$ cat src/rtl/fpu_pkg.sv
// Shared floating-point constants and field layout used by the conversion
// units and by the blocks that share them.
package fpu_pkg;
    localparam int FTOI_LAT      = 1;
    localparam int SIGN_W        = 1;
    localparam int EXP_W         = 8;
    localparam int MANT_W        = 23;
    localparam int EXP_BIAS      = 127;
    localparam int FTOI_ZERO_EXP = 126;

    typedef struct packed {
        logic [SIGN_W-1:0] sign;
        logic [EXP_W-1:0]  exp;
        logic [MANT_W-1:0] mant;
    } float_t;
endpackage

$ cat src/rtl/ftoi.sv
// Single-precision float to signed 32-bit integer, truncating toward zero.
// One register stage; the output register has no reset.
module ftoi
    import fpu_pkg::*;
(
    input  logic        clk,
    input  logic [31:0] x,
    output logic [31:0] y
);
    localparam logic [EXP_W-1:0] ZERO_EXP = EXP_W'(FTOI_ZERO_EXP);
    localparam logic [EXP_W-1:0] INT_EXP  = EXP_W'(EXP_BIAS + MANT_W);

    float_t      f;
    logic [31:0] sig;
    logic [31:0] mag;
    logic [31:0] y_d;
    logic [31:0] y_q;

    assign f = float_t'(x);

    // INT_EXP is the exponent at which the mantissa LSB has weight 1.
    always_comb begin
        sig = {{(32-MANT_W-1){1'b0}}, 1'b1, f.mant};
        mag = '0;
        if (f.exp > ZERO_EXP) begin
            if (f.exp >= INT_EXP) begin
                mag = sig << (f.exp - INT_EXP);
            end else begin
                mag = sig >> (INT_EXP - f.exp);
            end
        end
        y_d = (f.sign != '0) ? (~mag + 32'd1) : mag;
    end

    always_ff @(posedge clk) begin
        y_q <= y_d;
    end

    assign y = y_q;
endmodule

$ cat src/rtl/rr_arbiter.sv
// Round-robin one-hot pick starting at a registered priority pointer; the
// pointer moves to one past the winner and wraps at N.
module rr_arbiter #(
    parameter int N   = 4,
    parameter int IDW = $clog2(N)
) (
    input  logic           clk,
    input  logic           rst,
    input  logic           en,
    input  logic [N-1:0]   req,
    output logic [N-1:0]   gnt,
    output logic [IDW-1:0] gnt_id,
    output logic           gnt_any
);
    localparam logic [IDW:0]   N_W  = (IDW+1)'(N);
    localparam logic [IDW-1:0] LAST = IDW'(N-1);

    logic [IDW-1:0] ptr_q;
    logic [IDW-1:0] ptr_d;
    logic [IDW:0]   cand;

    always_comb begin
        gnt     = '0;
        gnt_id  = '0;
        gnt_any = 1'b0;
        cand    = '0;
        for (int k = 0; k < N; k++) begin
            cand = {1'b0, ptr_q} + (IDW+1)'(k);
            if (cand >= N_W) begin
                cand = cand - N_W;
            end
            if (en && !gnt_any && req[cand[IDW-1:0]]) begin
                gnt[cand[IDW-1:0]] = 1'b1;
                gnt_id             = cand[IDW-1:0];
                gnt_any            = 1'b1;
            end
        end
    end

    always_comb begin
        ptr_d = ptr_q;
        if (gnt_any) begin
            ptr_d = (gnt_id == LAST) ? '0 : gnt_id + 1'b1;
        end
    end

    always_ff @(posedge clk) begin
        if (rst) begin
            ptr_q <= '0;
        end else begin
            ptr_q <= ptr_d;
        end
    end
endmodule

$ cat src/rtl/ftoi_arbiter.sv
// Shares one ftoi converter among NREQ requesters with round-robin grants;
// results come back FTOI_LAT cycles later tagged with the requester id.
module ftoi_arbiter
    import fpu_pkg::*;
#(
    parameter int NREQ = 4,
    parameter int IDW  = $clog2(NREQ)
) (
    input  logic                 clk,
    input  logic                 rst,
    input  logic                 hold,
    input  logic [NREQ-1:0]      req_valid,
    input  logic [32*NREQ-1:0]   req_x,
    output logic [NREQ-1:0]      req_ready,
    output logic                 resp_valid,
    output logic [IDW-1:0]       resp_id,
    output logic [31:0]          resp_y,
    output logic [31:0]          issued_cnt
);
    logic [31:0]    x_arr [NREQ];
    logic           grant_any;
    logic [IDW-1:0] grant_id;
    logic [31:0]    ftoi_x;

    generate
        for (genvar gi = 0; gi < NREQ; gi++) begin : g_unpack
            assign x_arr[gi] = req_x[32*gi +: 32];
        end
    endgenerate

    rr_arbiter #(
        .N   (NREQ),
        .IDW (IDW)
    ) u_arb (
        .clk     (clk),
        .rst     (rst),
        .en      (!rst && !hold),
        .req     (req_valid),
        .gnt     (req_ready),
        .gnt_id  (grant_id),
        .gnt_any (grant_any)
    );

    // Idle cycles feed zero so resp_y never echoes stale operand data.
    assign ftoi_x = grant_any ? x_arr[grant_id] : '0;

    ftoi u_ftoi (
        .clk (clk),
        .x   (ftoi_x),
        .y   (resp_y)
    );

    logic [FTOI_LAT-1:0] tag_v_q;
    logic [FTOI_LAT-1:0] tag_v_d;
    logic [IDW-1:0]      tag_id_q [FTOI_LAT];
    logic [IDW-1:0]      tag_id_d [FTOI_LAT];
    logic [31:0]         cnt_q;
    logic [31:0]         cnt_d;

    always_comb begin
        tag_v_d     = '0;
        tag_v_d[0]  = grant_any;
        tag_id_d[0] = grant_id;
        for (int s = 1; s < FTOI_LAT; s++) begin
            tag_v_d[s]  = tag_v_q[s-1];
            tag_id_d[s] = tag_id_q[s-1];
        end
        cnt_d = grant_any ? cnt_q + 32'd1 : cnt_q;
    end

    always_ff @(posedge clk) begin
        if (rst) begin
            tag_v_q <= '0;
            cnt_q   <= '0;
            for (int s = 0; s < FTOI_LAT; s++) begin
                tag_id_q[s] <= '0;
            end
        end else begin
            tag_v_q  <= tag_v_d;
            tag_id_q <= tag_id_d;
            cnt_q    <= cnt_d;
        end
    end

    assign resp_valid = tag_v_q[FTOI_LAT-1];
    assign resp_id    = tag_id_q[FTOI_LAT-1];
    assign issued_cnt = cnt_q;
endmodule

$ cat config.mk
export PLATFORM = sky130hd
export DESIGN_NAME = ftoi_arbiter
export DESIGN_NICKNAME = d
export VERILOG_FILES = /design/src/rtl/fpu_pkg.sv /design/src/rtl/ftoi.sv /design/src/rtl/rr_arbiter.sv /design/src/rtl/ftoi_arbiter.sv
export SDC_FILE = /design/constraint.sdc
export NUM_CORES = 1
export LEC_CHECK = 0
export ABC_AREA = 1
export BUFFER_PORTS_ARGS = -buffer_cell sky130_fd_sc_hd__buf_4
export CAP_MARGIN = 25
export CORE_MARGIN = 8
export CORE_UTILIZATION = 35
export DETAILED_ROUTE_END_ITERATION = 7
export MAX_ROUTING_LAYER = met4
export PLACE_DENSITY = 0.54
export SLEW_MARGIN = 5
export SYNTH_ARGS = -nofsm -noshare
export SYNTH_HDL_FRONTEND = slang
export SYNTH_HIERARCHICAL = 1
export SYNTH_SLANG_ARGS = --single-unit
$ cat constraint.sdc
create_clock -name clk -period 9.1 [get_ports clk]
set_clock_uncertainty 0.15 [all_clocks]
set_input_delay 0.91 -clock clk [delete_from_list [all_inputs] [get_ports clk]]
set_output_delay 0.91 -clock clk [all_outputs]
set_load 0.05 [all_outputs]
# Yosys cells after proc, flatten, opt, wreduce, memory -nomap -nowiden
# Index checks and enable logic that the tools add are counted.
word_totals:
  word_cells: 97
  reg_bits: 69
  in_bits: 135
  out_inout_bits: 71
classes:
  reduce_logical: 17
  add_sub_neg: 12
  magnitude_cmp: 15
  bitwise: 5
  muxes: 40
  n_eq_ne: 1
  shift: 2
op_table:
  columns: ["cell", "n"]
  rows:
  - ["$mux W32", 6]
  - ["$add A32 B1 Y32 const B", 2]
  - ["$bmux W32 S2", 1]
  - ["$not A32 Y32", 1]
  - ["$shl A24 B8 Y32", 1]
  - ["$shr A24 B8 Y32", 1]
  - ["$mux W2", 9]
  - ["$mux W4", 4]
  - ["$ge A3 B3 Y1 const B", 4]
  - ["$logic_and A1 B1 Y1", 12]
  - ["$lt A2 B3 Y1 const B", 4]
  - ["$mux W1", 12]
  - ["$or A4 B4 Y4", 3]
  - ["$bmux W1 S2", 4]
  - ["$demux W1 S2", 4]
  - ["$ge A2 B1 Y1 const B", 4]
  - ["$ge A8 B8 Y1 const B", 1]
  - ["$gt A8 B7 Y1 const B", 1]
  - ["$sub A2 B1 Y2 const B", 4]
  - ["$sub A8 B8 Y8 const A", 1]
  - ["$sub A8 B8 Y8 const B", 1]
  - ["$add A2 B2 Y3 const B", 2]
  - ["$logic_not A1 Y1", 5]
  - ["$add A2 B1 Y3 const B", 1]
  - ["other kinds (4)", 4]

# Depth between registers and ports, before layout
# Gate-level depths: netlist (run 1).
logic_depth:
  ltp_word: 30
  ltp_mapped: 45
  mapped_depth_nobuf: 40

# Hierarchy
# Netlist (run 1), hierarchy kept.
modules_own_cells:
  columns: ["module", "cells_each", "seq_area_each_um2", "n_inst", "area_per_inst_um2"]
  rows:
  - ["ftoi", 1095, 640.6, 1, 5688.0]
  - ["ftoi_arbiter", 530, 700.7, 1, 2924.1]
  - ["rr_arbiter", 83, 40.0, 1, 529.3]

# Worst setup path before layout (run 1)
# OpenSTA, ideal clock, no wires.
synth_path:
  path_type: "in2reg"
  start: "in rst"
  end: "reg u_ftoi.y_q[12] (netlist: u_ftoi/y[12])"
  setup_slack_ps: 2956
  path_buffers: 11
  required_ps: 8838
  setup_time_ps: 112
  stages: 41
  arrival_ps: 5882
  cell_sequence: "buf_2 buf_1 nor2_1 nand2_1 inv_1 nand3_2 nand2_1 nand2_1 nand2_2 buf_2 buf_2 nor2_1 nor2_1 o21ai_0 a21oi_1 inv_2 buf_4 buf_2 [... 5 more ...] buf_1 nand3_1 nand3_1 nand3_1 nand2_1 nand2_1 nand2_1 nand2_1 nand2_1 ha_1 nand3_2 inv_2 nand2_2 nand2_4 buf_6 nand2_1 nand2_1 nand2_1"
synth_via:
  elab_chain_len: 28
  elab_cells_between_ends: 36
  cone_classes: "add/sub (3); order compare (2); shift (2); mux (15); bitwise (2); reduce/logical (12)"
synth_lines:
  columns: ["item", "line", "text"]
  rows:
  - ["start, declared", "ftoi_arbiter.sv:10", "input logic rst,"]
  - ["$logic_not A1 Y1 *", "ftoi_arbiter.sv:37", ".en (!rst && !hold),"]
  - ["$logic_and A1 B1 Y1 *", "ftoi_arbiter.sv:37", null]
  - ["$logic_and A1 B1 Y1", "rr_arbiter.sv:32", "if (en && !gnt_any && req[cand[IDW-1:0]]) begin"]
  - ["$mux W1", "rr_arbiter.sv:32", null]
  - ["$logic_not A1 Y1", "rr_arbiter.sv:32", null]
  - ["$logic_and A1 B1 Y1 (2 in a row)", "rr_arbiter.sv:32", null]
  - ["$mux W1", "rr_arbiter.sv:32", null]
  - ["$logic_not A1 Y1", "rr_arbiter.sv:32", null]
  - ["[... 7 more ...]", null, null]
  - ["via grant_id[0]", "ftoi_arbiter.sv:22", "logic [IDW-1:0] grant_id;"]
  - ["[... 5 more ...]", null, null]
  - ["via ftoi_x[23]", "ftoi_arbiter.sv:23", "logic [31:0] ftoi_x;"]
  - ["$sub A8 B8 Y8 (on tied branches)", "ftoi.sv:29, ftoi.sv:27", null]
  - ["$shr A24 B8 Y32 or $shl A24 B8 Y32 (tied branches)", "ftoi.sv:29, ftoi.sv:27", null]
  - ["$mux W32", "ftoi.sv:26", "if (f.exp >= INT_EXP) begin"]
  - ["$mux W32 *", "ftoi.sv:25", "if (f.exp > ZERO_EXP) begin"]
  - ["$not A32 Y32", "ftoi.sv:32", "y_d = (f.sign != '0) ? (~mag + 32'd1) : mag;"]
  - ["$add A32 B1 Y32", "ftoi.sv:32", null]
  - ["$mux W32 *", "ftoi.sv:32", null]
  - ["via u_ftoi.y_d[12]", "ftoi.sv:16", "logic [31:0] y_d;"]
  - ["end signal, assigned", "ftoi.sv:36", "y_q <= y_d;"]
  - ["end, declared", "ftoi.sv:17", "logic [31:0] y_q;"]
# Mark *: on every way through the listed nets, which the timed path passes. The rest lies on a longest branch. The select of a mux whose other input is x is not followed.
# A chain may end at the register's enable or synchronous reset.

# Final worst setup path (run 1)
layout_path:
  start: "reg u_arb.ptr_q[1]"
  end: "reg u_ftoi.y_q[14] (netlist: u_ftoi/y[14])"
layout_via:
  elab_chain_len: 30
  elab_cells_between_ends: 57
  cone_classes: "add/sub (10); order compare (6); shift (2); mux (27); bitwise (2); reduce/logical (10)"
layout_lines:
  columns: ["item", "line", "text"]
  rows:
  - ["start, declared", "rr_arbiter.sv:18", "logic [IDW-1:0] ptr_q;"]
  - ["start signal, assigned", "rr_arbiter.sv:51", "ptr_q <= ptr_d;"]
  - ["$ge A2 B3 Y1 or $sub A2 B1 Y2 (tied branches)", "rr_arbiter.sv:29, rr_arbiter.sv:30", null]
  - ["$mux W2", "rr_arbiter.sv:29", "if (cand >= N_W) begin"]
  - ["$bmux W1 S2", "rr_arbiter.sv:32", null]
  - ["$mux W1 (not written as such)", "rr_arbiter.sv:32", null]
  - ["$logic_and A1 B1 Y1", "rr_arbiter.sv:32", null]
  - ["$mux W1", "rr_arbiter.sv:32", null]
  - ["$logic_not A1 Y1", "rr_arbiter.sv:32", null]
  - ["$logic_and A1 B1 Y1 (2 in a row)", "rr_arbiter.sv:32", null]
  - ["[... 9 more ...]", null, null]
  - ["via grant_id[0]", "ftoi_arbiter.sv:22", null]
  - ["[... 5 more ...]", null, null]
  - ["via ftoi_x[23]", "ftoi_arbiter.sv:23", null]
  - ["$sub A8 B8 Y8 (on tied branches)", "ftoi.sv:29, ftoi.sv:27", null]
  - ["$shr A24 B8 Y32 or $shl A24 B8 Y32 (tied branches)", "ftoi.sv:29, ftoi.sv:27", null]
  - ["$mux W32", "ftoi.sv:26", null]
  - ["$mux W32 *", "ftoi.sv:25", null]
  - ["$not A32 Y32", "ftoi.sv:32", null]
  - ["$add A32 B1 Y32", "ftoi.sv:32", null]
  - ["$mux W32 *", "ftoi.sv:32", null]
  - ["via u_ftoi.y_d[14]", "ftoi.sv:16", null]
# Marked as above.

==> run_summary.xml, run 1 <==
<?xml version="1.0" encoding="UTF-8"?>
<metrics>
  <group name="synthesis">
    <metric name="synthXorXnorAreaFrac" unit="">0.0216</metric>
    <metric name="muxShareOfSynthArea" unit="">0</metric>
    <metric name="synth_enable_flop_cells" unit="">0</metric>
    <metric name="synth-main-ff-cell" unit="">sky130_fd_sc_hd__dfxtp_1</metric>
    <metric name="ys_types" unit="">50</metric>
    <metric name="net_count_of_the_mapped_netlist" unit="">1857</metric>
    <metric name="syn_area_per_cell" unit="um2">5.35</metric>
    <metric name="synth-warning-count" unit="">6</metric>
    <metric name="post_synthesis_cell_area" unit="um2">9140</metric>
    <metric name="simple_gate_portion_of_the_synthesized_area" unit="">0.592</metric>
    <metric name="synth_fa_ha_area_frac" unit="">0.0192</metric>
    <metric name="synth_compound_gate_area_share" unit="">0.116</metric>
    <metric name="synthCells" unit="">1708</metric>
    <metric name="async_flop_share" unit="">0</metric>
    <metric name="synth-seq-cells" unit="">69</metric>
    <metric name="combinational_family_with_the_most_area_after_synthesis" unit="">simple AND/OR/NAND/NOR gates</metric>
    <metric name="sequential_area_share_after_synthesis" unit="">0.151</metric>
  </group>
  <group name="drt">
    <metric name="remaining_drcs" unit="">0</metric>
    <metric name="avgRoutedWirePerCell" unit="um">16.8</metric>
    <metric name="wl" unit="mm">36.7</metric>
    <metric name="via_cell_ratio" unit="">5.39</metric>
    <metric name="drt_first_iter_violations" unit="">1314</metric>
    <metric name="ant_nets" unit="">0</metric>
    <metric name="drtPass1Iterations" unit="">8</metric>
    <metric name="routed-via-count" unit="">11798</metric>
  </group>
  <group name="setup_path">
    <metric name="worst_ep_required_time" unit="ns">9.17</metric>
    <metric name="rr_worst_depth" unit="">30</metric>
    <metric name="setup.worst_path.start_class" unit="">flip-flop</metric>
    <metric name="cp_num_buf_inv" unit="">6</metric>
    <metric name="critPathMaxFanout" unit="">66</metric>
    <metric name="endpoint_kind" unit="">flip-flop</metric>
    <metric name="kind_of_critical_path" unit="">flip-flop to flip-flop</metric>
    <metric name="crit_path_top_delay_cell" unit="">sky130_fd_sc_hd__xor2_2</metric>
    <metric name="worst_path_dominant_cell_family" unit="">buffers and inverters</metric>
    <metric name="crit_arrival" unit="ns">7.50</metric>
    <metric name="r2r_end" unit="">u_ftoi/y[14]</metric>
    <metric name="crit_top_cell" unit="">sky130_fd_sc_hd__nand2_1</metric>
    <metric name="r2r-start" unit="">u_arb/ptr_q[1]</metric>
    <metric name="critical-path-max-stage-delay" unit="ns">0.71</metric>
    <metric name="regToRegSetupSlack" unit="ns">1.67</metric>
  </group>
  <group name="finish">
    <metric name="antenna_cells_inserted" unit="">0</metric>
    <metric name="final_net_count" unit="">1998</metric>
    <metric name="share_of_final_layout_standard_cells_stronger_than_drive_strength_1" unit="">0.183</metric>
    <metric name="area.growth.synth_to_final" unit="%">21.4</metric>
  </group>
  <group name="floorplan">
    <metric name="io-pin-count" unit="">206</metric>
    <metric name="die_w" unit="um">178</metric>
    <metric name="fp.dieH" unit="um">178</metric>
    <metric name="die-area" unit="um2">31500</metric>
    <metric name="core-area" unit="um2">25800</metric>
    <metric name="rows" unit="">59</metric>
    <metric name="floorplan.initialDensity" unit="">0.354</metric>
  </group>
  <group name="sta">
    <metric name="final-hold-violation-count" unit="">0</metric>
    <metric name="unrepaired_setup_endpoints_after_global_routing" unit="">no</metric>
    <metric name="final_min_period_over_clock_period" unit="">0.816</metric>
    <metric name="setup_violations" unit="">0</metric>
    <metric name="fin_hold_ws" unit="ns">0.378</metric>
    <metric name="max_slew_margin_vs_limit" unit="">0.384</metric>
    <metric name="timing.fmax" unit="MHz">135</metric>
    <metric name="tightestPinTransition" unit="ns">0.924</metric>
    <metric name="tns" unit="ns">0</metric>
    <metric name="final-max-slew-violation-count" unit="">0</metric>
    <metric name="post-route-min-period" unit="ns">7.43</metric>
  </group>
  <group name="worst_hold_path">
    <metric name="beginning_of_the_worst_hold_path" unit="">issued_cnt[0]</metric>
    <metric name="min_path_cells" unit="">2</metric>
    <metric name="worstHoldPathType" unit="">flip-flop to flip-flop</metric>
    <metric name="hold_path_end" unit="">issued_cnt[0]</metric>
  </group>
  <group name="global_route">
    <metric name="grt.total_usage" unit="">0.233</metric>
    <metric name="grt_pass1_vias" unit="">11044</metric>
    <metric name="globalRoute.totalOverflow" unit="">0</metric>
    <metric name="largest_net_degree_at_the_start_of_global_routing" unit="">67</metric>
    <metric name="grt_antenna_before_repair" unit="">0</metric>
    <metric name="grt_first_pass_wirelength" unit="mm">58.3</metric>
  </group>
  <group name="run_status">
    <metric name="status" unit="">complete, no violations</metric>
  </group>
  <group name="placement">
    <metric name="place.gp.congestion" unit="">0.923</metric>
    <metric name="portBuffers" unit="">205</metric>
    <metric name="post-dp-hpwl" unit="mm">28.9</metric>
  </group>
  <group name="clock_tree">
    <metric name="postCtsResizedCells" unit="">0</metric>
    <metric name="cts_setup_buffers" unit="">0</metric>
    <metric name="cts.reportedPaths.clkPinSlew" unit="ns">0.07</metric>
    <metric name="tritoncts" unit="">done</metric>
    <metric name="clk-insertion-delay-late" unit="ns">0.33</metric>
    <metric name="clock_buffer_count_from_cts" unit="">9</metric>
    <metric name="max-clock-path-buffers" unit="">2</metric>
    <metric name="cts-hold-fix-buffers" unit="">0</metric>
    <metric name="cts_root_buf" unit="">sky130_fd_sc_hd__clkbuf_16</metric>
    <metric name="cts_htree_levels" unit="">3</metric>
    <metric name="cts_sink_count" unit="">69</metric>
  </group>
  <group name="power_and_ir_drop">
    <metric name="ir_drop" unit="uV">158</metric>
    <metric name="power_per_cell_area" unit="nW/um2">371</metric>
    <metric name="total_leakage_power" unit="nW">5.57</metric>
  </group>
  <group name="job">
    <metric name="drv_cap" unit="">0</metric>
  </group>
</metrics>
## Yosys cell counts (all sizes together), types with 4 or more instances
cell / instances / area share
a21oi: 73 / 0.041
xnor2: 5 / 0.0048
nand4: 56 / 0.041
buf: 60 / 0.040
nor3: 6 / 0.0033
nand3: 334 / 0.19
xor2: 15 / 0.017
o21ai: 90 / 0.051
a31oi: 4 / 0.0027
ha: 14 / 0.019
clkinv: 8 / 0.0034
o31ai: 7 / 0.0063
nor2: 265 / 0.12
inv: 111 / 0.046
nand2: 541 / 0.24
dfxtp: 69 / 0.15
clkbuf: 28 / 0.012
## final cells by class
type                            count  area [um2]
Tap cell                          335         419
Sequential cell                    69        1380
Fill cell                        2909       14700
Multi-Input combinational cell   1432        6880
Timing Repair Buffer              218        1640
Clock buffer                       10         239
Clock inverter                      6        93.8
Inverter                          119         450
## cell families after synthesis
kind of cell,Yosys count
flops,69
simple gates,1208
xor+xnor,20
fa+ha+maj,14
buf+inv,207
compound gates,190
## registers in the layout, summed over array words and instances, names as in the netlist, named ones only
| signal | flops |
|---|---|
| issued_cnt | 32 |
| resp_id | 2 |
| resp_valid | 1 |
| u_arb/ptr_q | 1 |
| u_ftoi/y | 32 |
## worst min-delay path, delay by kind of cell, from the launching register on
kind,cells,cell delay (ns)
DFF,1,0.35
buffers and inverters,1,0.08
AOI/OAI and AO/OA,1,0.06
## per-layer routing
layer  wire [um]  global-route usage
met5           0                   -
met4         913              0.0681
met3        2430              0.0296
met2       16500               0.366
met1       16900               0.310
## how the worst max path moves through the flow
stage	startpoint	end	slack, ns	cells past startpoint
floorplan	rst	u_ftoi/y[12]	2.96	41
detailed placement	rst	u_ftoi/y[14]	1.65	30
global route	u_arb/ptr_q[1]	u_ftoi/y[14]	0.95	30
finish	u_arb/ptr_q[1]	u_ftoi/y[14]	1.67	30
CTS	u_arb/ptr_q[1]	u_ftoi/y[14]	1.71	31
global placement	rst	u_ftoi/y[14]	1.67	30
## metrics by stage
stage                     instances  total power, mW  instance area, um2   util  worst slack [ns]
after detailed placement       2173             3.66               10800  0.417              1.65
after floorplan                1708             2.91                9140      -              2.96
after global placement         2173             3.67               10800  0.417              1.67
after CTS                      2189             4.08               11100  0.429              1.71
after global routing           2189             4.51               11100  0.429             0.952
final                          2189             4.12               11100  0.429              1.67
## where the power goes
| part | switching [mW] | internal [mW] | leakage, nW |
|---|---|---|---|
| Clock | 0.153 | 0.250 | 0.160 |
| Sequential | 0.0319 | 0.367 | 0.558 |
| Combinational | 2.40 | 0.913 | 4.86 |
| Total | 2.59 | 1.53 | 5.57 |
## cell usage in the layout (no fill, tap or decap), drive strengths merged
cell type / Yosys / layout
dfxtp: 69 / 69
nor4: 1 / 1
bufinv: 0 / 2
buf: 60 / 218
o221ai: 3 / 3
nand4: 56 / 56
xnor2: 5 / 5
o21ai: 90 / 90
or2: 3 / 3
and2: 1 / 1
a22oi: 3 / 3
clkinvlp: 0 / 1
a221oi: 2 / 2
o21a: 3 / 3
and3: 1 / 1
clkinv: 8 / 9
nor2: 265 / 265
a21boi: 3 / 3
ha: 14 / 14
a21oi: 73 / 73
clkbuf: 28 / 10
a211oi: 1 / 1
o21bai: 1 / 1
xor2: 15 / 15
nor3: 6 / 6
nand3: 334 / 334
nand2: 541 / 541
inv: 111 / 113
a31oi: 4 / 4
o31ai: 7 / 7
(Power assumes the default switching activity.)
==> run 2: changes to the inputs <==
ABC_AREA = 0   (was 1)
clock period = 6.9 ns   (was 9.1 ns; I/O delays follow)
==> run 2 against run 1 <==
Against the previous run:
- combinational power shrank 76%
- die area shrank 5.1%
- final area shrank 2.4%
- highest routed layer unchanged
- register-to-register slack lost 1.3 ns
- global-route usage shrank 2.6 points
- via count shrank 26%
- flip-flop and latch count is the same
==> run_summary.xml, run 2 <==
<?xml version="1.0" encoding="UTF-8"?>
<metrics>
  <group name="run_status">
    <metric name="status" unit="">complete, no violations</metric>
  </group>
  <group name="sta">
    <metric name="final-hold-violation-count" unit="">0</metric>
    <metric name="final-max-slew-violation-count" unit="">0</metric>
    <metric name="post-route-min-period" unit="ns">6.57</metric>
    <metric name="max_slew_margin_vs_limit" unit="">0.352</metric>
    <metric name="unrepaired_setup_endpoints_after_global_routing" unit="">no</metric>
    <metric name="tns" unit="ns">0</metric>
    <metric name="timing.fmax" unit="MHz">152</metric>
    <metric name="fin_hold_ws" unit="ns">0.347</metric>
    <metric name="tightestPinTransition" unit="ns">0.948</metric>
    <metric name="final_min_period_over_clock_period" unit="">0.952</metric>
    <metric name="setup_violations" unit="">0</metric>
  </group>
  <group name="power_and_ir_drop">
    <metric name="ir_drop" unit="uV">113</metric>
    <metric name="power" unit="mW">1.70</metric>
    <metric name="total_leakage_power" unit="nW">4.14</metric>
    <metric name="power_per_cell_area" unit="nW/um2">156</metric>
  </group>
  <group name="clock_tree">
    <metric name="tritoncts" unit="">done</metric>
    <metric name="clock_buffer_count_from_cts" unit="">9</metric>
    <metric name="cts-hold-fix-buffers" unit="">0</metric>
    <metric name="max-clock-path-buffers" unit="">2</metric>
    <metric name="clk-insertion-delay-late" unit="ns">0.34</metric>
    <metric name="cts_htree_levels" unit="">3</metric>
    <metric name="cts.reportedPaths.clkPinSlew" unit="ns">0.07</metric>
    <metric name="cts_sink_count" unit="">69</metric>
    <metric name="cts_root_buf" unit="">sky130_fd_sc_hd__clkbuf_16</metric>
  </group>
  <group name="finish">
    <metric name="antenna_cells_inserted" unit="">0</metric>
    <metric name="multiInputGateArea" unit="um2">6740</metric>
    <metric name="area.growth.synth_to_final" unit="%">25.5</metric>
    <metric name="final_net_count" unit="">1295</metric>
    <metric name="most-common-layout-cells" unit="">248 x sky130_fd_sc_hd__buf_4, 80 x sky130_fd_sc_hd__nand2_1, 72 x sky130_fd_sc_hd__mux4_2</metric>
    <metric name="share_of_final_layout_standard_cells_stronger_than_drive_strength_1" unit="">0.357</metric>
    <metric name="instances_no_fill" unit="">1475</metric>
    <metric name="layout.cells.most_common" unit="">sky130_fd_sc_hd__buf_4</metric>
    <metric name="filler_cell_count" unit="">2461</metric>
    <metric name="final-seq-area" unit="um2">1380</metric>
  </group>
  <group name="placement">
    <metric name="place.gp.congestion" unit="">0.974</metric>
    <metric name="post-dp-hpwl" unit="mm">25.3</metric>
    <metric name="dp.cells" unit="">1459</metric>
    <metric name="portBuffers" unit="">205</metric>
  </group>
  <group name="floorplan">
    <metric name="core-area" unit="um2">24200</metric>
    <metric name="io-pin-count" unit="">206</metric>
    <metric name="die_w" unit="um">173</metric>
    <metric name="fp.dieH" unit="um">173</metric>
    <metric name="rows" unit="">57</metric>
    <metric name="floorplan.initialDensity" unit="">0.356</metric>
    <metric name="die-area" unit="um2">29900</metric>
  </group>
  <group name="synthesis">
    <metric name="synth-seq-cells" unit="">69</metric>
    <metric name="synth_enable_flop_cells" unit="">0</metric>
    <metric name="synthCells" unit="">969</metric>
    <metric name="net_count_of_the_mapped_netlist" unit="">1118</metric>
    <metric name="yosys.area.top_type_share" unit="">0.188</metric>
    <metric name="synthTopCellsByArea" unit="">sky130_fd_sc_hd__mux4_2 19%, sky130_fd_sc_hd__dfxtp_1 16%, sky130_fd_sc_hd__mux2i_1 4.1%</metric>
    <metric name="post_synth_most_frequent_cells" unit="">80 x sky130_fd_sc_hd__nand2_1, 72 x sky130_fd_sc_hd__mux4_2, 69 x sky130_fd_sc_hd__dfxtp_1, 59 x sky130_fd_sc_hd__nor2_1, 48 x sky130_fd_sc_hd__a21oi_1</metric>
    <metric name="synth-warning-count" unit="">6</metric>
    <metric name="async_flop_share" unit="">0</metric>
    <metric name="syn_area_per_cell" unit="um2">8.91</metric>
    <metric name="yosysTopAreaCell" unit="">sky130_fd_sc_hd__mux4_2</metric>
    <metric name="ys_types" unit="">107</metric>
    <metric name="post_synthesis_cell_area" unit="um2">8630</metric>
    <metric name="sequential_area_share_after_synthesis" unit="">0.160</metric>
    <metric name="synth-main-ff-cell" unit="">sky130_fd_sc_hd__dfxtp_1</metric>
    <metric name="synth_most_common_cell" unit="">sky130_fd_sc_hd__nand2_1</metric>
  </group>
  <group name="setup_path">
    <metric name="worst_ep_required_time" unit="ns">7.01</metric>
    <metric name="crit_arrival" unit="ns">6.68</metric>
    <metric name="setup.worst_path.start_class" unit="">flip-flop</metric>
    <metric name="endpoint_kind" unit="">flip-flop</metric>
    <metric name="kind_of_critical_path" unit="">flip-flop to flip-flop</metric>
    <metric name="critPathMaxFanout" unit="">10</metric>
  </group>
  <group name="global_route">
    <metric name="largest_net_degree_at_the_start_of_global_routing" unit="">58</metric>
    <metric name="grt_first_pass_wirelength" unit="mm">49.3</metric>
    <metric name="grt_pass1_vias" unit="">8616</metric>
    <metric name="grt.total_usage" unit="">0.207</metric>
    <metric name="globalRoute.totalOverflow" unit="">0</metric>
    <metric name="grt_antenna_before_repair" unit="">0</metric>
  </group>
  <group name="worst_hold_path">
    <metric name="worstHoldPathType" unit="">flip-flop to flip-flop</metric>
  </group>
  <group name="job">
    <metric name="drv_cap" unit="">0</metric>
  </group>
  <group name="drt">
    <metric name="avgRoutedWirePerCell" unit="um">21.3</metric>
    <metric name="drtPass1Iterations" unit="">7</metric>
    <metric name="via_cell_ratio" unit="">5.92</metric>
    <metric name="drt_first_iter_violations" unit="">850</metric>
    <metric name="wl" unit="mm">31.4</metric>
    <metric name="routed-via-count" unit="">8732</metric>
    <metric name="ant_nets" unit="">0</metric>
    <metric name="remaining_drcs" unit="">0</metric>
  </group>
</metrics>
==> run 2: stage by stage <==
| step | area, um2 | worst slack [ns] | utilization |
|---|---|---|---|
| 4_1_cts | 10800 | 0.377 | 0.447 |
| 2_1_floorplan | 8650 | 0.0290 | - |
| 6_report | 10800 | 0.330 | 0.447 |
| 5_1_grt | 10800 | 0.0387 | 0.447 |
| 3_3_place_gp | 10500 | 0.403 | 0.433 |
| 3_5_place_dp | 10500 | 0.332 | 0.433 |
==> run 2: cells by family after synthesis <==
logic type | synth area share
simple gates | 0.214
fa+ha+maj | 0.0203
xor+xnor | 0.0555
buf+inv | 0.0603
compound gates | 0.207
mux | 0.282
flops | 0.160
==> run 2: path summary, 6_finish.rpt <==
check                                     from        endpoint  slack (ns)  cells after the start
worst max-delay path            u_arb/ptr_q[1]    u_ftoi/y[25]        0.33                     18
worst min register to register  issued_cnt[25]  issued_cnt[25]        0.35                      2
worst min-delay path            issued_cnt[25]  issued_cnt[25]        0.35                      2
worst max register to register  u_arb/ptr_q[1]    u_ftoi/y[25]        0.33                     18
==> run 2: timing repair <==
item / in CTS / in global routing
gates resized for setup: 0 / 1
buffers inserted: 0 / 0
hold endpoints to repair: 0 / 0
setup endpoints to repair: 0 / 1
==> run 2: where the power goes <==
part           leakage, nW  switching, mW  internal (mW)
Combinational         3.43          0.441          0.344
Sequential           0.557        0.00351          0.408
Clock                0.156          0.181          0.318
==> run 2: final cells by class <==
class | count | share of cell area
Clock buffer | 9 | 0.0208
Clock inverter | 7 | 0.00912
Inverter | 26 | 0.00901
Multi-Input combinational cell | 791 | 0.622
Sequential cell | 69 | 0.128
Tap cell | 324 | 0.0374
Timing Repair Buffer | 249 | 0.174
==> run 2: critical path: stages (launching register included) <==
cell and delay (ns):
sky130_fd_sc_hd__dfxtp_1 0.32, sky130_fd_sc_hd__inv_1 0.10, sky130_fd_sc_hd__ha_1 0.39, sky130_fd_sc_hd__mux4_1 0.63
sky130_fd_sc_hd__or4_4 0.45, sky130_fd_sc_hd__a31oi_4 0.40, sky130_fd_sc_hd__mux4_2 0.37, sky130_fd_sc_hd__and2_2 0.29
sky130_fd_sc_hd__ha_1 0.31, sky130_fd_sc_hd__xnor2_2 0.39, sky130_fd_sc_hd__buf_4 0.23, sky130_fd_sc_hd__o31ai_1 0.07
sky130_fd_sc_hd__o21ai_0 0.50, sky130_fd_sc_hd__nor2_1 0.20, sky130_fd_sc_hd__a221oi_1 0.63, sky130_fd_sc_hd__nand3_2 0.21
sky130_fd_sc_hd__or3_1 0.42, sky130_fd_sc_hd__o31ai_2 0.24, sky130_fd_sc_hd__xor2_1 0.17
==> run 2: routing by layer <==
layer  up-vias  GRT usage  share of wire
li1       4111          -              -
met3        42     0.0351          0.068
met2       429      0.311           0.44
met5         -          -              0
met1      4150      0.287           0.48
met4         0     0.0474          0.016
==> run 3: changes to the inputs <==
PLACE_DENSITY = 0.67   (was 0.54)
==> run 3 against run 2 <==
Against the previous run:
- cell count increased by 0.14%
- non-clock buffer count increased by 2
- global-route usage increased by 0.89 points
- final area increased by 0.62%
- clock power increased by 4.0%
- critical path depth increased by 3
- critical path type unchanged
==> run_summary.xml, run 3 (synthesis results as in run 2) <==
<?xml version="1.0" encoding="UTF-8"?>
<metrics>
  <group name="run_status">
    <metric name="status" unit="">complete, no violations</metric>
  </group>
  <group name="floorplan">
    <metric name="die-area" unit="um2">29900</metric>
    <metric name="rows" unit="">57</metric>
    <metric name="floorplan.initialDensity" unit="">0.356</metric>
    <metric name="io-pin-count" unit="">206</metric>
    <metric name="fp.dieH" unit="um">173</metric>
    <metric name="core-area" unit="um2">24200</metric>
    <metric name="die_w" unit="um">173</metric>
  </group>
  <group name="worst_hold_path">
    <metric name="min_path_cells" unit="">2</metric>
    <metric name="beginning_of_the_worst_hold_path" unit="">issued_cnt[30]</metric>
    <metric name="worstHoldPathType" unit="">flip-flop to flip-flop</metric>
  </group>
  <group name="clock_tree">
    <metric name="cts_sink_count" unit="">69</metric>
    <metric name="clock_buffer_count_from_cts" unit="">9</metric>
    <metric name="cts_root_buf" unit="">sky130_fd_sc_hd__clkbuf_16</metric>
    <metric name="cts_htree_levels" unit="">3</metric>
    <metric name="tritoncts" unit="">done</metric>
    <metric name="clk-insertion-delay-late" unit="ns">0.35</metric>
    <metric name="max-clock-path-buffers" unit="">2</metric>
    <metric name="cts.reportedPaths.clkPinSlew" unit="ns">0.07</metric>
    <metric name="cts_setup_buffers" unit="">0</metric>
  </group>
  <group name="global_route">
    <metric name="largest_net_degree_at_the_start_of_global_routing" unit="">43</metric>
    <metric name="grt_pass1_vias" unit="">8813</metric>
    <metric name="grt_antenna_before_repair" unit="">0</metric>
    <metric name="grt_first_pass_wirelength" unit="mm">51.0</metric>
    <metric name="grt.total_usage" unit="">0.216</metric>
    <metric name="globalRoute.totalOverflow" unit="">0</metric>
  </group>
  <group name="job">
    <metric name="drv_cap" unit="">0</metric>
  </group>
  <group name="finish">
    <metric name="most-common-layout-cells" unit="">247 x sky130_fd_sc_hd__buf_4, 80 x sky130_fd_sc_hd__nand2_1, 72 x sky130_fd_sc_hd__mux4_2</metric>
    <metric name="layout.cells.most_common" unit="">sky130_fd_sc_hd__buf_4</metric>
    <metric name="share_of_final_layout_standard_cells_stronger_than_drive_strength_1" unit="">0.359</metric>
    <metric name="final_net_count" unit="">1297</metric>
    <metric name="antenna_cells_inserted" unit="">0</metric>
    <metric name="filler_cell_count" unit="">2434</metric>
    <metric name="instances_no_fill" unit="">1477</metric>
    <metric name="area.growth.synth_to_final" unit="%">26.3</metric>
  </group>
  <group name="setup_path">
    <metric name="cp_cell_sequence" unit="">inv_1, ha_1, mux4_1, nor3_2, o32a_4, mux4_2, and2_2, ha_1, xnor2_2, buf_4, nor2_1, a2111oi_0, a21oi_1, o22ai_1, inv_1, ha_1, nand2b_1, nor2_1, nand2_1, o21ai_0, xnor2_1</metric>
    <metric name="crit_arrival" unit="ns">6.67</metric>
    <metric name="rr_worst_depth" unit="">21</metric>
    <metric name="r2r-start" unit="">u_arb/ptr_q[1]</metric>
    <metric name="worst_ep_required_time" unit="ns">6.97</metric>
    <metric name="cp_num_buf_inv" unit="">3</metric>
    <metric name="critPathMaxFanout" unit="">18</metric>
    <metric name="crit_top_cell" unit="">sky130_fd_sc_hd__ha_1</metric>
    <metric name="worst_path_dominant_cell_family" unit="">compound AO/OA/AOI/OAI gates</metric>
    <metric name="endpoint_kind" unit="">flip-flop</metric>
    <metric name="startpoint" unit="">u_arb/ptr_q[1]</metric>
    <metric name="crit_path_top_delay_cell" unit="">sky130_fd_sc_hd__a2111oi_0</metric>
    <metric name="setup.worst_path.start_class" unit="">flip-flop</metric>
    <metric name="kind_of_critical_path" unit="">flip-flop to flip-flop</metric>
    <metric name="crit_cells" unit="">21</metric>
    <metric name="critical-path-max-stage-delay" unit="ns">0.82</metric>
  </group>
  <group name="drt">
    <metric name="avgRoutedWirePerCell" unit="um">21.8</metric>
    <metric name="drtPass1Iterations" unit="">5</metric>
    <metric name="drt_first_iter_violations" unit="">861</metric>
    <metric name="via_cell_ratio" unit="">6.02</metric>
    <metric name="remaining_drcs" unit="">0</metric>
    <metric name="routed-via-count" unit="">8891</metric>
    <metric name="wl" unit="mm">32.2</metric>
    <metric name="ant_nets" unit="">0</metric>
  </group>
  <group name="sta">
    <metric name="unrepaired_setup_endpoints_after_global_routing" unit="">no</metric>
    <metric name="final-max-slew-violation-count" unit="">0</metric>
    <metric name="setup_violations" unit="">0</metric>
    <metric name="final_min_period_over_clock_period" unit="">0.957</metric>
    <metric name="post-route-min-period" unit="ns">6.60</metric>
    <metric name="max_slew_margin_vs_limit" unit="">0.296</metric>
    <metric name="tns" unit="ns">0</metric>
    <metric name="timing.fmax" unit="MHz">151</metric>
    <metric name="tightestPinTransition" unit="ns">1.05</metric>
    <metric name="final-hold-violation-count" unit="">0</metric>
  </group>
  <group name="power_and_ir_drop">
    <metric name="power_per_cell_area" unit="nW/um2">159</metric>
    <metric name="total_leakage_power" unit="nW">4.17</metric>
    <metric name="ir_drop" unit="uV">90.3</metric>
  </group>
  <group name="placement">
    <metric name="dp.cells" unit="">1461</metric>
    <metric name="portBuffers" unit="">205</metric>
    <metric name="place.gp.congestion" unit="">0.986</metric>
    <metric name="post-dp-hpwl" unit="mm">25.7</metric>
  </group>
</metrics>
## run 3: final timing paths
check,endpoint,slack [ns]
min reg2reg,issued_cnt[30],0.36
min,issued_cnt[30],0.36
max,u_ftoi/y[12],0.30
max reg2reg,u_ftoi/y[12],0.30
## run 3: where the power goes
group	internal (mW)	switching, mW
clock network	0.329	0.190
registers	0.408	0.00354
logic	0.349	0.449
## run 3: tightest hold or removal path, cell delays in order, from the launching register on
cell                      delay (ns)
sky130_fd_sc_hd__dfxtp_1        0.33
sky130_fd_sc_hd__o31ai_1        0.07
sky130_fd_sc_hd__a21oi_1        0.06
## run 3: what timing repair did
item / in CTS / in global routing
gates resized for setup: 0 / 5
hold buffers: 0 / 0
endpoints found under the setup margin: 0 / 20
endpoints found under the hold margin: 0 / 0
## run 3: metrics by stage
stage | worst slack, ns | area, um2 | hold WS [ns] | power (mW) | utilization
6_report | 0.297 | 10900 | 0.358 | 1.73 | 0.450
3_5_place_dp | 0.282 | 10500 | 0.340 | 1.20 | 0.435
5_1_grt | 0.0104 | 10900 | 0.374 | 1.82 | 0.450
2_1_floorplan | 0.0290 | 8650 | 0.562 | 0.959 | -
4_1_cts | 0.284 | 10900 | 0.351 | 1.73 | 0.448
3_3_place_gp | 0.308 | 10500 | 0.335 | 1.20 | 0.434
## run 3: layout make-up
type	count	area, um2	share of cell area
inverters	26	97.6	0.00895
flip-flops and latches	69	1380	0.127
repair buffers	251	1920	0.176
clock inverters	6	93.8	0.00861
clock buffers	10	239	0.0219
multi-input cells	791	6760	0.620
well taps	324	405	0.0372
## run 3: metal layers
| layer | vias up | part of all wire | GRT usage |
|---|---|---|---|
| met5 | - | 0 | - |
| met4 | 0 | 0.017 | 0.0589 |
| met3 | 41 | 0.085 | 0.0433 |
| met2 | 455 | 0.45 | 0.320 |
| met1 | 4280 | 0.45 | 0.295 |
| li1 | 4115 | - | - |
